$ cat src/rtl/cpu_sequencer_if.sv
// Control bundle between the instruction sequencer and the datapath/memory side.
// The master modport is the sequencer view; the slave modport is the datapath view.
interface cpu_sequencer_if;
    localparam int unsigned OP_W  = 5;
    localparam int unsigned CNT_W = 16;
    localparam int unsigned ST_W  = 3;

    logic              run;
    logic [OP_W-1:0]   opcode;
    logic              dec_regwrite;
    logic              dec_memwrite;
    logic              dec_nz;
    logic              flag_z;
    logic              flag_n;
    logic              mem_ready;

    logic              mem_rd;
    logic              mem_wr;
    logic              mem_sel;
    logic              ir_we;
    logic              rf_we;
    logic              nz_we;
    logic              pc_we;
    logic [1:0]        pc_sel;
    logic              illegal;
    logic [CNT_W-1:0]  instret;
    logic [ST_W-1:0]   state;

    modport master (
        input  run, opcode, dec_regwrite, dec_memwrite, dec_nz, flag_z, flag_n, mem_ready,
        output mem_rd, mem_wr, mem_sel, ir_we, rf_we, nz_we, pc_we, pc_sel, illegal,
               instret, state
    );

    modport slave (
        output run, opcode, dec_regwrite, dec_memwrite, dec_nz, flag_z, flag_n, mem_ready,
        input  mem_rd, mem_wr, mem_sel, ir_we, rf_we, nz_we, pc_we, pc_sel, illegal,
               instret, state
    );
endinterface

$ cat src/rtl/cpu_sequencer.sv
// Multi-cycle instruction sequencer: FETCH/DECODE/EXEC/MEM/WB control strobes,
// branch target selection, illegal-opcode trap pulse and retired-instruction counter.
module cpu_sequencer (
    input  logic            clk,
    input  logic            reset_n,
    cpu_sequencer_if.master bus
);
    localparam int unsigned CNT_W = 16;

    localparam logic [1:0] PC_BRANCH = 2'b00;
    localparam logic [1:0] PC_REG    = 2'b01;
    localparam logic [1:0] PC_NEXT   = 2'b10;

    localparam logic [4:0] OP_LD = 5'b00100;
    localparam logic [4:0] OP_ST = 5'b00101;

    typedef enum logic [2:0] {
        S_IDLE   = 3'd0,
        S_FETCH  = 3'd1,
        S_DECODE = 3'd2,
        S_EXEC   = 3'd3,
        S_MEM    = 3'd4,
        S_WB     = 3'd5
    } state_t;

    state_t             state_q;
    state_t             state_d;
    logic [CNT_W-1:0]   instret_q;

    logic               is_ld;
    logic               is_st;
    logic               legal;
    logic               taken;
    logic [1:0]         br_sel;

    logic               mem_rd;
    logic               mem_wr;
    logic               mem_sel;
    logic               ir_we;
    logic               rf_we;
    logic               nz_we;
    logic               pc_we;
    logic [1:0]         pc_sel;
    logic               illegal;

    assign is_ld = (bus.opcode == OP_LD);
    assign is_st = (bus.opcode == OP_ST);

    // Opcode legality table
    always_comb begin
        legal = 1'b0;
        case (bus.opcode)
            5'b00000, 5'b00001, 5'b00010, 5'b00011, 5'b00100, 5'b00101,
            5'b10000, 5'b10001, 5'b10010, 5'b10011, 5'b10110,
            5'b01000, 5'b01001, 5'b01010, 5'b01100,
            5'b11000, 5'b11001, 5'b11010, 5'b11100: legal = 1'b1;
            default:                                 legal = 1'b0;
        endcase
    end

    // Branch resolution: [1:0]=00 unconditional (incl. call), 01 on Z, 10 on N
    always_comb begin
        taken = 1'b0;
        if (legal && (bus.opcode[4:3] == 2'b11 || bus.opcode[4:3] == 2'b01)) begin
            case (bus.opcode[1:0])
                2'b00:   taken = 1'b1;
                2'b01:   taken = bus.flag_z;
                2'b10:   taken = bus.flag_n;
                default: taken = 1'b0;
            endcase
        end
        br_sel = PC_NEXT;
        if (taken) begin
            br_sel = bus.opcode[4] ? PC_BRANCH : PC_REG;
        end
    end

    always_ff @(posedge clk or negedge reset_n) begin
        if (!reset_n) begin
            state_q <= S_IDLE;
        end else begin
            state_q <= state_d;
        end
    end

    // Next state and strobes; strobes decode straight from the state register so
    // an asynchronous reset clears them without waiting for a clock.
    always_comb begin
        state_d = state_q;
        mem_rd  = 1'b0;
        mem_wr  = 1'b0;
        mem_sel = 1'b0;
        ir_we   = 1'b0;
        rf_we   = 1'b0;
        nz_we   = 1'b0;
        pc_we   = 1'b0;
        pc_sel  = PC_NEXT;
        illegal = 1'b0;
        case (state_q)
            S_IDLE: begin
                if (bus.run) begin
                    state_d = S_FETCH;
                end
            end
            S_FETCH: begin
                mem_rd = 1'b1;
                if (bus.mem_ready) begin
                    ir_we   = 1'b1;
                    state_d = S_DECODE;
                end
            end
            S_DECODE: begin
                state_d = S_EXEC;
            end
            S_EXEC: begin
                state_d = (is_ld || is_st) ? S_MEM : S_WB;
            end
            S_MEM: begin
                mem_sel = 1'b1;
                mem_rd  = is_ld;
                mem_wr  = is_st && bus.dec_memwrite;
                if (bus.mem_ready) begin
                    state_d = S_WB;
                end
            end
            S_WB: begin
                pc_we   = 1'b1;
                rf_we   = legal && bus.dec_regwrite;
                nz_we   = legal && bus.dec_nz;
                pc_sel  = br_sel;
                illegal = !legal;
                state_d = bus.run ? S_FETCH : S_IDLE;
            end
            default: begin
                state_d = S_IDLE;
            end
        endcase
    end

    // Retired-instruction counter, wraps naturally at 16 bits
    always_ff @(posedge clk or negedge reset_n) begin
        if (!reset_n) begin
            instret_q <= '0;
        end else if (state_q == S_WB) begin
            instret_q <= instret_q + CNT_W'(1);
        end
    end

    assign bus.mem_rd  = mem_rd;
    assign bus.mem_wr  = mem_wr;
    assign bus.mem_sel = mem_sel;
    assign bus.ir_we   = ir_we;
    assign bus.rf_we   = rf_we;
    assign bus.nz_we   = nz_we;
    assign bus.pc_we   = pc_we;
    assign bus.pc_sel  = pc_sel;
    assign bus.illegal = illegal;
    assign bus.instret = instret_q;
    assign bus.state   = state_q;
endmodule

$ cat src/flat_wrapper.sv
// flat-port wrapper written by rule: the top's interface ports become plain ports
module cpu_sequencer_flat 
  (clk, reset_n, bus_run, bus_opcode, bus_dec_regwrite, bus_dec_memwrite, bus_dec_nz, bus_flag_z, bus_flag_n, bus_mem_ready, bus_mem_rd, bus_mem_wr, bus_mem_sel, bus_ir_we, bus_rf_we, bus_nz_we, bus_pc_we, bus_pc_sel, bus_illegal, bus_instret, bus_state);
  cpu_sequencer_if bus_i ();
  input  logic clk;
  input  logic reset_n;
  input wire logic [$bits(bus_i.run)-1:0] bus_run;
  input wire logic [$bits(bus_i.opcode)-1:0] bus_opcode;
  input wire logic [$bits(bus_i.dec_regwrite)-1:0] bus_dec_regwrite;
  input wire logic [$bits(bus_i.dec_memwrite)-1:0] bus_dec_memwrite;
  input wire logic [$bits(bus_i.dec_nz)-1:0] bus_dec_nz;
  input wire logic [$bits(bus_i.flag_z)-1:0] bus_flag_z;
  input wire logic [$bits(bus_i.flag_n)-1:0] bus_flag_n;
  input wire logic [$bits(bus_i.mem_ready)-1:0] bus_mem_ready;
  output wire logic [$bits(bus_i.mem_rd)-1:0] bus_mem_rd;
  output wire logic [$bits(bus_i.mem_wr)-1:0] bus_mem_wr;
  output wire logic [$bits(bus_i.mem_sel)-1:0] bus_mem_sel;
  output wire logic [$bits(bus_i.ir_we)-1:0] bus_ir_we;
  output wire logic [$bits(bus_i.rf_we)-1:0] bus_rf_we;
  output wire logic [$bits(bus_i.nz_we)-1:0] bus_nz_we;
  output wire logic [$bits(bus_i.pc_we)-1:0] bus_pc_we;
  output wire logic [$bits(bus_i.pc_sel)-1:0] bus_pc_sel;
  output wire logic [$bits(bus_i.illegal)-1:0] bus_illegal;
  output wire logic [$bits(bus_i.instret)-1:0] bus_instret;
  output wire logic [$bits(bus_i.state)-1:0] bus_state;
  assign bus_i.run = bus_run;
  assign bus_i.opcode = bus_opcode;
  assign bus_i.dec_regwrite = bus_dec_regwrite;
  assign bus_i.dec_memwrite = bus_dec_memwrite;
  assign bus_i.dec_nz = bus_dec_nz;
  assign bus_i.flag_z = bus_flag_z;
  assign bus_i.flag_n = bus_flag_n;
  assign bus_i.mem_ready = bus_mem_ready;
  assign bus_mem_rd = bus_i.mem_rd;
  assign bus_mem_wr = bus_i.mem_wr;
  assign bus_mem_sel = bus_i.mem_sel;
  assign bus_ir_we = bus_i.ir_we;
  assign bus_rf_we = bus_i.rf_we;
  assign bus_nz_we = bus_i.nz_we;
  assign bus_pc_we = bus_i.pc_we;
  assign bus_pc_sel = bus_i.pc_sel;
  assign bus_illegal = bus_i.illegal;
  assign bus_instret = bus_i.instret;
  assign bus_state = bus_i.state;
  cpu_sequencer u_core (.clk(clk), .reset_n(reset_n), .bus(bus_i));
endmodule
$ cat config.mk
export PLATFORM = sky130hd
export DESIGN_NAME = cpu_sequencer_flat
export DESIGN_NICKNAME = d
export VERILOG_FILES = /design/src/rtl/cpu_sequencer_if.sv /design/src/rtl/cpu_sequencer.sv /design/src/flat_wrapper.sv
export SDC_FILE = /design/constraint.sdc
export NUM_CORES = 1
export LEC_CHECK = 0
export CAP_MARGIN = 25
export CORE_MARGIN = 5
export CORE_UTILIZATION = 41
export CTS_CLUSTER_DIAMETER = 120
export DETAILED_ROUTE_END_ITERATION = 6
export PLACE_DENSITY_LB_ADDON = 0.3
export REMOVE_ABC_BUFFERS = 1
export SYNTH_ARGS = -nofsm -noshare
export SYNTH_HDL_FRONTEND = slang
export SYNTH_SLANG_ARGS = --single-unit
$ cat constraint.sdc
create_clock -name clk -period 1.99 [get_ports clk]
set_clock_uncertainty 0.1 [all_clocks]
set_input_delay 0.199 -clock clk [delete_from_list [all_inputs] [get_ports clk]]
set_output_delay 0.199 -clock clk [all_outputs]
set_load 0.01 [all_outputs]
==> results.sh, run 1 <==
export IMPL_status="finished, final reports clean"
export IMPL_critPathBufInv=4
export IMPL_cp_cell_sequence="clkdlybuf4s15_1 > buf_4 > a21oi_1 > or3_4 > buf_4 > and3_1 > dlygate4sd2_1"
export IMPL_rsz0062_at_grt="false"
export IMPL_synth_seq_cells=19
export IMPL_numCtsBuffers=3
export IMPL_cp_top_family="buffers and inverters"
export IMPL_maxSlewViolCount=0
export IMPL_grt_max_degree=20
export IMPL_dp_slack_ns=-0.430
export IMPL_antenna_found_initial=0
export IMPL_gp_congestion=0.720
export IMPL_nNetsFinal=175
export IMPL_cts_tree="done"
export IMPL_crit_path_frequent_cell="buf_4"
export IMPL_power_leakage_uw=0.000730
export IMPL_clk_latency_ns=0.29
export IMPL_cts_clk_slew_worst_paths_ns=0.11
export IMPL_synth_avg_cell_area_um2=9.89
export IMPL_grt_use_total_pct=15.3
export IMPL_ir_drop_uv=814
export IMPL_p_comb_share_pct=47.5
export IMPL_wl_per_cell_um=12.6
export IMPL_holdBufCountCts=0
export IMPL_critical_path_class="input pin to output pin"
export IMPL_holdWs_ns=0.118
export IMPL_antenna_diode_count=0
export IMPL_r2r_end="u_core.bus.instret[7]"
export IMPL_critPathRequiredTime_ns=1.69
export IMPL_cpPeakStageDelay_ns=0.40
export IMPL_viasPerCell=5.07
export IMPL_netlist_instances=105
export IMPL_drive_above_1_share_pct=15.1
export IMPL_dieArea_um2=3640
export IMPL_num_io_pins=43
export IMPL_switching_share_pct=35.3
export IMPL_ys_seq_area_share_pct=45.8
export IMPL_portBuffers=42
export IMPL_overflow=0
export IMPL_critPathSlowestCell="or3_4"
export IMPL_yosys_warnings=0
export IMPL_final_cell_count_no_fill=189
export IMPL_die_y_um=60.3
export IMPL_dr_pass1_iters=4
export IMPL_tns_ns=0
export IMPL_r2r_start="u_core.bus.state[1]"
export IMPL_placedCellCount=183
export IMPL_die_w_um=60.3
export IMPL_hold_class="input pin to asynchronous set/reset pin"
export IMPL_internal_power_uw=887
export IMPL_r2r_cells=5
export IMPL_htree_levels=1
export IMPL_worst_setup_path_start_kind="input pin"
export IMPL_finalSetupViolations=0
export IMPL_cp_end_kind="output pin"
export IMPL_antenna_left=0
export IMPL_fmax_ghz=0.517
export IMPL_row_count=18
export IMPL_vias=959
export IMPL_cts_sinks=19
export IMPL_worst_slew_pin_slew_ns=0.273
export IMPL_p_per_area_nw_per_um2=865
export IMPL_core_area_um2=2450
export IMPL_rrSetupSlack_ns=0.45
export IMPL_grt_pass1_vias=955
export IMPL_cts_root_buf="clkbuf_4"
export IMPL_synthToLayoutAreaGrowth_pct=52.7
export IMPL_syn_area_um2=1040
export IMPL_dp_hpwl_mm=1.85
export IMPL_cp_max_fo=3
export IMPL_total_power_uw=1370
export IMPL_p_switching_uw=484
export IMPL_post_route_worst_setup_slack_ns=0.0570
export IMPL_clockBufferDepth=2
export IMPL_maxCapViolations=0
export IMPL_min_period_over_period_pct=97.1
export IMPL_grt_pass1_wl_mm=4.31
export IMPL_start_util_pct=42.3
export IMPL_power_frac_clock_pct=13.8
export IMPL_slew_headroom_pct=81.8
export IMPL_hold_violations=0
export IMPL_critical_path_arrival_ns=1.63
export IMPL_drtIter0Drc=22
export IMPL_fin_crit_ns=1.93
export IMPL_drcViolationCount=0
export IMPL_seqPwrFrac_pct=38.7
export IMPL_synth_cell_type_count=31
export IMPL_wirelength_mm=2.39
## layer usage
metal	share of wire [%]	up-vias	wire length [um]	global-route usage, %
met2	49	31	1170	25.8
met1	45	449	1070	19.6
met4	0.71	0	17	4.75
met5	0	-	0	0
met3	5.6	2	133	3.19
li1	-	477	-	-
## worst register-to-register path, stage by stage (launching register included)
cell	delay, ns
dfrtp_1	0.42
nand3b_4	0.21
buf_4	0.17
nor2_2	0.25
nand4_1	0.15
xnor2_1	0.14
## area by class of cell
type	count	area (um^2)
flip-flops and latches	19	475
multi-input cells	80	542
clock inverters	1	5.00
well taps	30	37.5
inverters	3	13.8
clock buffers	3	22.5
fillers	221	870
repair buffers	53	489
## power groups by stage
stage | Combinational (uW) | Sequential, uW | Clock (uW)
after global routing | 725 | 548 | 218
after detailed placement | 637 | 546 | 0
after CTS | 643 | 532 | 196
final | 652 | 531 | 189
after global placement | 629 | 540 | 0
after floorplan | 230 | 601 | 0
## cells in the mapped netlist
cell type,count,area [um^2]
nand2b_1,2,12.5
inv_2,1,3.75
clkbuf_1,2,7.51
inv_1,2,7.51
nor2b_1,3,18.8
nor4b_1,2,17.5
nand2_1,9,33.8
ha_1,1,12.5
xor2_1,1,8.76
a21oi_1,7,35.0
and4_1,1,8.76
or3b_1,2,17.5
nor2_2,1,6.26
nor2_1,6,22.5
or3_4,1,11.3
a21o_1,1,7.51
dfrtp_1,19,475
mux2_4,1,15.0
nand3b_4,1,20.0
xnor2_1,14,123
and2_1,1,6.26
and3_1,4,25.0
nand3b_1,1,7.51
o21ai_0,1,5.00
o21ai_1,1,5.00
nand3_1,7,35.0
a21oi_2,1,8.76
nor3_1,3,15.0
and4_4,1,11.3
nand4_1,7,43.8
buf_6,1,11.3
## through the flow
stage	area, um^2	utilization, %
4_1_cts	1570	64.0
6_report	1590	64.6
3_3_place_gp	1550	62.9
5_1_grt	1590	64.6
2_1_floorplan	1020	-
3_5_place_dp	1550	62.9
## worst max-delay path by stage
stage / from / endpoint / slack, ns / cells past startpoint
3_5_place_dp: bus_opcode[3] / bus_nz_we / -0.43 / 7
2_1_floorplan: u_core.bus.state[0] / u_core.bus.instret[6] / 0.46 / 5
6_report: bus_opcode[3] / bus_nz_we / 0.06 / 7
5_1_grt: bus_opcode[3] / bus_nz_we / 0.001 / 7
4_1_cts: bus_opcode[3] / bus_nz_we / 0.02 / 7
3_3_place_gp: bus_opcode[3] / bus_pc_sel[1] / -0.40 / 6
## layout by cell type, fill, tap and decap left out, types with 2 or more instances in the layout
cell type	n
clkdlybuf4s50_1	28
dfrtp_1	19
xnor2_1	14
dlygate4sd2_1	11
buf_4	11
nand2_1	9
a21oi_1	7
nand3_1	7
nand4_1	7
nor2_1	6
and3_1	4
nor2b_1	3
nor3_1	3
clkbuf_4	3
clkdlybuf4s15_1	3
inv_1	2
nand2b_1	2
## registers in the layout, summed over array words and instances, names as in the netlist
register,flops
u_core.bus.state,3
u_core.bus.instret,16
## kinds of logic (layout without fill, tap and decap cells)
group           after synthesis  in the layout  share of synthesized area, %
simple gates                 52             52                          30.1
flops                        19             19                          45.8
xor+xnor                     15             15                          12.7
compound gates               11             11                          5.90
buf+inv                       6             60                          2.89
fa+ha+maj                     1              1                          1.20
mux                           1              1                          1.45
## what timing repair did
action / CTS / global route
gates resized for setup: 16 / 4
setup endpoints to repair: 9 / 6
buffers inserted: 1 / 1
pin swaps: 0 / 0
Power figures use the tool's default switching activity.
==> run 2, diff against run 1 <==
- CELL_PAD_IN_SITES_DETAIL_PLACEMENT: not set -> 1
- CELL_PAD_IN_SITES_GLOBAL_PLACEMENT: not set -> 2
- CORE_UTILIZATION: 41 -> 24
- PLACE_DENSITY: not set -> 0.89
- PLACE_DENSITY_LB_ADDON: 0.3 -> not set
- SLEW_MARGIN: not set -> 5
==> run 2 against run 1 <==
Non-clock buffer count shrank 2. Critical endpoint is now bus_rf_we. Largest cell class unchanged. Via count grew 3.1%. Die area grew 58%.
==> results.sh, run 2 (synthesized netlist as in run 1, its figures left out) <==
export IMPL_slew_headroom_pct=80.9
export IMPL_grt_max_degree=20
export IMPL_finalSetupViolations=0
export IMPL_antenna_diode_count=0
export IMPL_dpl_instance_area_um2=1570
export IMPL_portBuffers=42
export IMPL_cts_sinks=19
export IMPL_num_io_pins=43
export IMPL_core_area_um2=4260
export IMPL_hold_violations=0
export IMPL_critical_path_class="input pin to output pin"
export IMPL_total_power_uw=1440
export IMPL_worst_setup_path_start_kind="input pin"
export IMPL_drive_above_1_share_pct=15.9
export IMPL_p_per_area_nw_per_um2=897
export IMPL_cp_max_fo=4
export IMPL_hold_class="input pin to asynchronous set/reset pin"
export IMPL_row_count=24
export IMPL_critPathRequiredTime_ns=1.69
export IMPL_fmax_ghz=0.525
export IMPL_die_w_um=75.8
export IMPL_grt_pass1_wl_mm=4.73
export IMPL_wirelength_mm=2.80
export IMPL_clockBufferDepth=2
export IMPL_dp_hpwl_mm=2.28
export IMPL_gp_congestion=0.731
export IMPL_wl_per_cell_um=13.4
export IMPL_nNetsFinal=173
export IMPL_worst_slew_pin_slew_ns=0.284
export IMPL_grt_use_total_pct=10.6
export IMPL_rrSetupSlack_ns=0.47
export IMPL_rsz0062_at_grt="false"
export IMPL_power_leakage_uw=0.000720
export IMPL_ir_drop_uv=409
export IMPL_design_area_um2=1610
export IMPL_largest_reg_flops=16
export IMPL_viasPerCell=4.73
export IMPL_synthToLayoutAreaGrowth_pct=54.9
export IMPL_cts_root_buf="clkbuf_8"
export IMPL_clk_latency_ns=0.25
export IMPL_post_route_worst_setup_slack_ns=0.0852
export IMPL_start_util_pct=24.4
export IMPL_cts_tree="done"
export IMPL_grt_pass1_vias=1109
export IMPL_antenna_left=0
export IMPL_drtIter0Drc=24
export IMPL_cts_clk_slew_worst_paths_ns=0.07
export IMPL_final_common_cell="clkdlybuf4s50_1"
export IMPL_drcViolationCount=0
export IMPL_min_period_over_period_pct=95.7
export IMPL_status="finished, final reports clean"
export IMPL_overflow=0
export IMPL_fin_crit_ns=1.90
export IMPL_numCtsBuffers=3
export IMPL_vias=989
export IMPL_final_cell_mix="28 x clkdlybuf4s50_1, 18 x dfrtp_1, 14 x xnor2_1, 11 x dlygate4sd2_1"
export IMPL_die_y_um=75.8
export IMPL_dr_pass1_iters=4
export IMPL_critical_path_arrival_ns=1.61
export IMPL_cp_end_kind="output pin"
export IMPL_antenna_found_initial=0
export IMPL_dp_slack_ns=-0.501
export IMPL_htree_levels=1
export IMPL_maxCapViolations=0
export IMPL_dieArea_um2=5740
export IMPL_maxSlewViolCount=0
run 2: worst max-delay path: stages:
cell,delay [ns]
dlygate4sd2_1,0.27
mux2_4,0.17
a21oi_2,0.05
or3_4,0.33
buf_4,0.15
and3_1,0.17
dlygate4sd2_1,0.28
run 2: final timing paths:
kind                                        start                     end  cells after the start
max in group asynchronous                 reset_n     u_core.bus.state[0]                      2
max                                 bus_opcode[0]               bus_rf_we                      7
min reg2reg                u_core.bus.instret[15]  u_core.bus.instret[15]                      1
max reg2reg                   u_core.bus.state[0]  u_core.bus.instret[14]                      6
min                                       reset_n  u_core.bus.instret[12]                      2
min in group clk           u_core.bus.instret[15]  u_core.bus.instret[15]                      1
run 2: report_power, final:
| part | switching [uW] | internal, uW |
|---|---|---|
| Combinational | 304 | 346 |
| Clock | 120 | 142 |
| Sequential | 78.1 | 454 |
run 2: repair_timing:
action,CTS,global route
gates cloned,0,0
hold buffers,0,0
hold endpoints to repair,0,0
setup endpoints to repair,9,2
buffers inserted,1,0
gates resized for setup,22,2
run 2: layout make-up:
cell class | count | area (um^2)
clock buffer | 4 | 45.0
sequential | 19 | 477
timing repair buffer | 51 | 465
tap | 52 | 65.1
multi-input combinational | 80 | 546
fill | 508 | 2660
inverter | 3 | 11.3
run 2: stage by stage:
| step | hold slack (ns) | cells | utilization [%] | TNS, ns |
|---|---|---|---|---|
| after CTS | 0.192 | 209 | 37.7 | 0 |
| after detailed placement | 0.394 | 204 | 36.7 | -2.90 |
| after global placement | 0.370 | 204 | 36.7 | -2.64 |
| final | 0.182 | 209 | 37.7 | 0 |
| after global routing | 0.211 | 209 | 37.7 | 0 |
| after floorplan | -0.197 | 102 | - | 0 |
run 2: routing by layer:
metal,part of all wire [%],vias up,global-route usage (%)
li1,-,471,-
met1,39,480,11.8
met2,51,35,19.2
met3,8.2,3,3.43
met4,0.97,0,3.11
met5,0,-,0
==> patch 1: new RTL, flow settings as in run 1 <==
Reset style: synchronous (`reset_n`), changed in 2 clocked blocks. Comments in the files are not updated.
--- a/src/rtl/cpu_sequencer.sv
+++ b/src/rtl/cpu_sequencer.sv
@@ -76,5 +76,5 @@
     end
 
-    always_ff @(posedge clk or negedge reset_n) begin
+    always_ff @(posedge clk) begin
         if (!reset_n) begin
             state_q <= S_IDLE;
@@ -139,5 +139,5 @@
 
     // Retired-instruction counter, wraps naturally at 16 bits
-    always_ff @(posedge clk or negedge reset_n) begin
+    always_ff @(posedge clk) begin
         if (!reset_n) begin
             instret_q <= '0;
Behaviour: differs if reset_n is asserted again (counterexample within 4 cycles, from zero or initial values and one cycle with reset_n low); with reset_n held inactive, the same outputs for 10 cycles.
==> patch 1 against run 1 <==
- wire length is 19% higher
- hold slack better by 260 ps
- synthesized area rose by 1.7%
- sequential cell count is the same
- worst setup slack worse by 31 ps
- design area rose by 2.8%
Power is not compared: it rests on default switching activity, and its combinational part moved more than twofold at a synthesized area within 25%.
==> patch 1: results (changes against run 1) <==
Synthesis
  – Mux share of post-synthesis cell area: 7.82% (was 1.45%)
  – Synth unique cells: 32 (was 31)
  – Post-synth top cells: 19 x dfxtp_1, 18 x nand2_1, 18 x nor2_1 (was 19 x dfrtp_1, 14 x xnor2_1, 9 x nand2_1)
  – XOR/XNOR share of the synthesized area: 8.29% (was 12.7%)
  – Mean Syn Cell Area: 8.00 um2 (was 9.89 um2)
  – Compound-gate portion of the synthesized area: 6.28% (was 5.90%)
  – Sequential element share of the synthesized area: 36.0% (was 45.8%)
  – Asr flop ratio synth: 0% (was 100%)
  – Area contributors post-synth: dfxtp_1 36%, xnor2_1 6.6%, nand2_1 6.4% (was dfrtp_1 46%, xnor2_1 12%, nand4_1 4.2%)
  – Adder-cell area share of the yosys netlist: 1.18% (was 1.20%)
  – Ys flop type: dfxtp_1 (was dfrtp_1)

Detailed routing
  – DR WL/cell: 13.0 um (was 12.6 um)
  – Drt first pass iters: 4 (unchanged)
  – Vias: 1,092 (was 959)
  – Initial drt markers: 25 (was 22)

Worst setup path
  – Worst setup path endpoint: bus_pc_sel[1] (was bus_nz_we)
  – Setup slack, reg-to-reg: 480 ps (was 450 ps)
  – CP max stage delay: 330 ps (was 400 ps)
  – Reg2Reg Depth: 5 (unchanged)
  – Critical path origin: bus_opcode[4] (was bus_opcode[3])
  – Worst EP arrival: 1670 ps (was 1630 ps)
  – Slowest cell on the critical path: or3b_1 (was or3_4)
  – CP max FO: 4 (was 3)
  – Crit Reg-Reg Endpoint: u_core.bus.instret[11] (was u_core.bus.instret[7])
  – RR Startpoint: u_core.bus.state[1] (unchanged)

GRT
  – First-pass GRT wire length: 4.92 mm (was 4.31 mm)
  – Largest net degree at the start of global routing: 14 (was 20)
  – Total Routing Usage GR: 17.5% (was 15.3%)

Cells and area
  – Seq area share: 23.7% (was 30.0%)
  – Final net count: 204 (was 175)
  – Non-clk buf share: 30.8% (was 30.9%)
  – Filler cell count: 232 (was 221)
  – Layout clock area frac: 1.61% (was 1.74%)
  – Number of clock buffers in the layout: 4 (was 3)
  – Share of layout cells above drive strength 1: 18.6% (was 15.1%)
  – Area grow syn2layout: 54.3% (was 52.7%)
  – Non-clock buffers: 56 (was 53)
  – Multi-input logic area: 648 um2 (was 542 um2)
  – Inverters: 8 (was 3)
  – Post-route insts no fill: 218 (was 189)
  – #MultiIn Comb: 101 (was 80)
  – Max FFs per register: 16 (unchanged)

Place
  – Placed cell areas: 1600 um2 (was 1550 um2)
  – Cell count after placement: 214 (was 183)
  – Pre-CTS WS: -573 ps (was -430 ps)
  – Dpl hpwl: 2.25 mm (was 1.85 mm)
  – Placer Congestion: 0.808 (was 0.720)

Pwr
  – Leak pwr: 0.000723 uW
  – Switching power: 176 uW
  – Seq. pwr: 389 uW

Timing
  – Final min period: 1960 ps (was 1930 ps)
  – WHS: 380 ps (was 118 ps)
  – Slew @ Worst Pin: 446 ps (was 273 ps)

Hold path
  – HP Class: reg -> reg (was in -> async)

Run status
  – Status: finished, final reports clean (unchanged)
==> patch 1: cell count changes after synthesis, sizes merged, moves of 3 or more <==
cell	before	now
nor4	0	4
mux2i	0	6
nor2	7	18
inv	3	7
nand2	9	18
dfxtp	0	19
xnor2	14	8
dfrtp	19	0
nand2b	2	5
nand4	7	3
nor3	3	6
==> patch 1: repair_timing <==
item,4_1_cts,5_1_grt
endpoints found under the setup margin,9,5
buffers inserted,0,0
resized for setup,31,6
hold buffers,0,0
==> patch 1: layer usage <==
layer	part of all wire, %	GRT usage (%)
met4	1.5	7.43
met2	50	29.8
met3	4.2	2.77
met5	0	0
met1	44	21.9
==> patch 1: cells by family (layout without fill, tap and decap cells) <==
kind of cell	count (synthesis)	in the layout
simple gates	71	71
flops	19	19
buf+inv	12	68
compound gates	11	11
xor+xnor	10	10
mux	8	8
fa+ha+maj	1	1
==> patch 2: new RTL, flow settings as in run 1 <==
Made on the original files. `CNT_W` is set to 16 in 2 places; all go to 32.
--- a/src/rtl/cpu_sequencer_if.sv
+++ b/src/rtl/cpu_sequencer_if.sv
@@ -3,5 +3,5 @@
 interface cpu_sequencer_if;
     localparam int unsigned OP_W  = 5;
-    localparam int unsigned CNT_W = 16;
+    localparam int unsigned CNT_W = 32;
     localparam int unsigned ST_W  = 3;
 
--- a/src/rtl/cpu_sequencer.sv
+++ b/src/rtl/cpu_sequencer.sv
@@ -6,5 +6,5 @@
     cpu_sequencer_if.master bus
 );
-    localparam int unsigned CNT_W = 16;
+    localparam int unsigned CNT_W = 32;
 
     localparam logic [1:0] PC_BRANCH = 2'b00;
Interface: changed (resized bus_instret); port bits go from 43 to 59. No check against the original RTL was run, so the function may have changed too.
==> patch 2 against run 1 <==
- the run now ends with setup timing left
- hold slack better by 99 ps
- sequential cell count grew 16
- total power grew 59%
- count of clock-buffer cells in the layout rose by 3
- fmax decreased by 6.0%
- synthesized area rose by 77%
- worst setup slack worse by 120 ps
- design area is 70% higher
- wire length rose by 81%
- critical path type unchanged
- critical endpoint is now bus_mem_rd
==> patch 2: results (changes against run 1) <==
Cells and area
  – Max FFs per register: 32 (was 16)
  – Final net count: 260 (was 175)
  – Share of layout cells above drive strength 1: 20.3% (was 15.1%)

Timing
  – Final setup margin: -65.8 ps (was 57.0 ps)
  – Slew headroom: 70.4% (was 81.8%)
  – # setup viols final: 1 (was 0)

Synthesis
  – Area contributors post-synth: dfrtp_1 48%, xnor2_1 13%, nand4_2 3.4% (was dfrtp_1 46%, xnor2_1 12%, nand4_1 4.2%)
  – Synth unique cells: 35 (was 31)
  – Compound-gate portion of the synthesized area: 3.06% (was 5.90%)
  – Post-synth top cells: 35 x dfrtp_1, 28 x xnor2_1, 14 x nand2_1 (was 19 x dfrtp_1, 14 x xnor2_1, 9 x nand2_1)
  – Adder-cell area share of the yosys netlist: 0.680% (was 1.20%)
  – XOR/XNOR share of the synthesized area: 14.8% (was 12.7%)
  – Sequential element share of the synthesized area: 47.6% (was 45.8%)
  – Mux share of post-synthesis cell area: 1.22% (was 1.45%)

GRT
  – Largest net degree at the start of global routing: 36 (was 20)
  – First-pass GRT wire length: 7.38 mm (was 4.31 mm)
  – Total Routing Usage GR: 15.0% (was 15.3%)
  – Vias in the first global route: 1,685 (was 955)

Run status
  – Status: complete, but fails checks (was finished, final reports clean)
  – Failing checks: setup timing

Worst setup path
  – Critical path origin: bus_opcode[2] (was bus_opcode[3])
  – CP max stage delay: 480 ps (was 400 ps)
  – CP max FO: 2 (was 3)
  – Worst EP arrival: 1760 ps (was 1630 ps)
  – Cell family with most CP delay: simple AND/OR/NAND/NOR gates (was buffers and inverters)
  – Slowest cell on the critical path: or4b_4 (was or3_4)
  – RR Startpoint: u_core.bus.state[0] (was u_core.bus.state[1])

Pwr
  – Worst VDD drop: 0.512 mV (was 0.814 mV)
  – Seq. pwr: 863 uW (was 531 uW)
  – Switching power: 655 uW (was 484 uW)
  – Power Clock: 669 uW (was 189 uW)
  – Power Internal: 1520 uW (was 887 uW)
  – Leak pwr: 0.00127 uW (was 0.000730 uW)

Detailed routing
  – DR vias/cell: 5.22 (was 5.07)
  – Routed wire length: 4.31 mm (was 2.39 mm)
  – Initial drt markers: 107 (was 22)

Clock network
  – Num CTS Buffers: 5 (was 3)
  – Post-CTS sizing: 23 (was 16)
  – CTS H-tree lvls: 2 (was 1)
  – Root buffer cell: clkbuf_8 (was clkbuf_4)

Hold path
  – HP Class: in -> async (unchanged)

Place
  – Placer Congestion: 0.771 (was 0.720)
  – Dpl hpwl: 3.06 mm (was 1.85 mm)
  – IO Port Bufs: 58 (was 42)
==> patch 2: cell count changes in the layout (fill, tap and decap cells not counted), moves of 6 or more <==
cell and delta:
clkdlybuf4s50_1 +18, dfrtp_1 +16, xnor2_1 +14, dlygate4sd2_1 -10, a21oi_1 -6, buf_4 +6
clkbuf_8 +6
==> patch 2: per-stage QoR <==
step / setup WS [ps] / instances / instance area, um2 / setup TNS (ps)
after global placement: -506 / 289 / 2550 / -2870
final: -65.8 / 298 / 2700 / -65.8
after floorplan: 159 / 163 / 1780 / 0
after CTS: -85.3 / 298 / 2660 / -85.3
after detailed placement: -551 / 289 / 2550 / -3170
after global routing: -95.7 / 298 / 2700 / -119
==> patch 2: worst register-to-register path, cell delays in order, from the launching register on <==
cell and delay (ps):
dfrtp_1 370, buf_4 140, nand3b_4 100, buf_4 170, nor4_4 250, buf_4 240
nand4b_1 140, xnor2_1 150
==> patch 2: final timing paths <==
check	endpoint	depth (start not counted)	slack (ps)
max in group asynchronous	u_core.bus.state[0]	2	1240
setup / recovery	bus_mem_rd	5	-70
min in group clk	u_core.bus.instret[31]	1	370
setup reg to reg	u_core.bus.instret[25]	7	230
hold / removal	u_core.bus.instret[26]	2	220
hold reg to reg	u_core.bus.instret[31]	1	370
==> patch 2: cell type report <==
| cell class | count | area (um2) |
|---|---|---|
| Inverter | 6 | 22.5 |
| Clock inverter | 2 | 35.0 |
| Clock buffer | 6 | 82.6 |
| Multi-Input combinational cell | 122 | 928 |
| Sequential cell | 35 | 876 |
| Fill cell | 360 | 1660 |
| Tap cell | 52 | 65.1 |
| Timing Repair Buffer | 75 | 687 |
==> patch 2: routing by layer <==
metal	vias to the layer above	global-route usage, %	share of wire, %
met5	-	0	0
met3	7	6.79	9.7
met4	0	5.50	1.3
li1	746	-	-
met2	60	24.5	47
met1	743	17.3	42
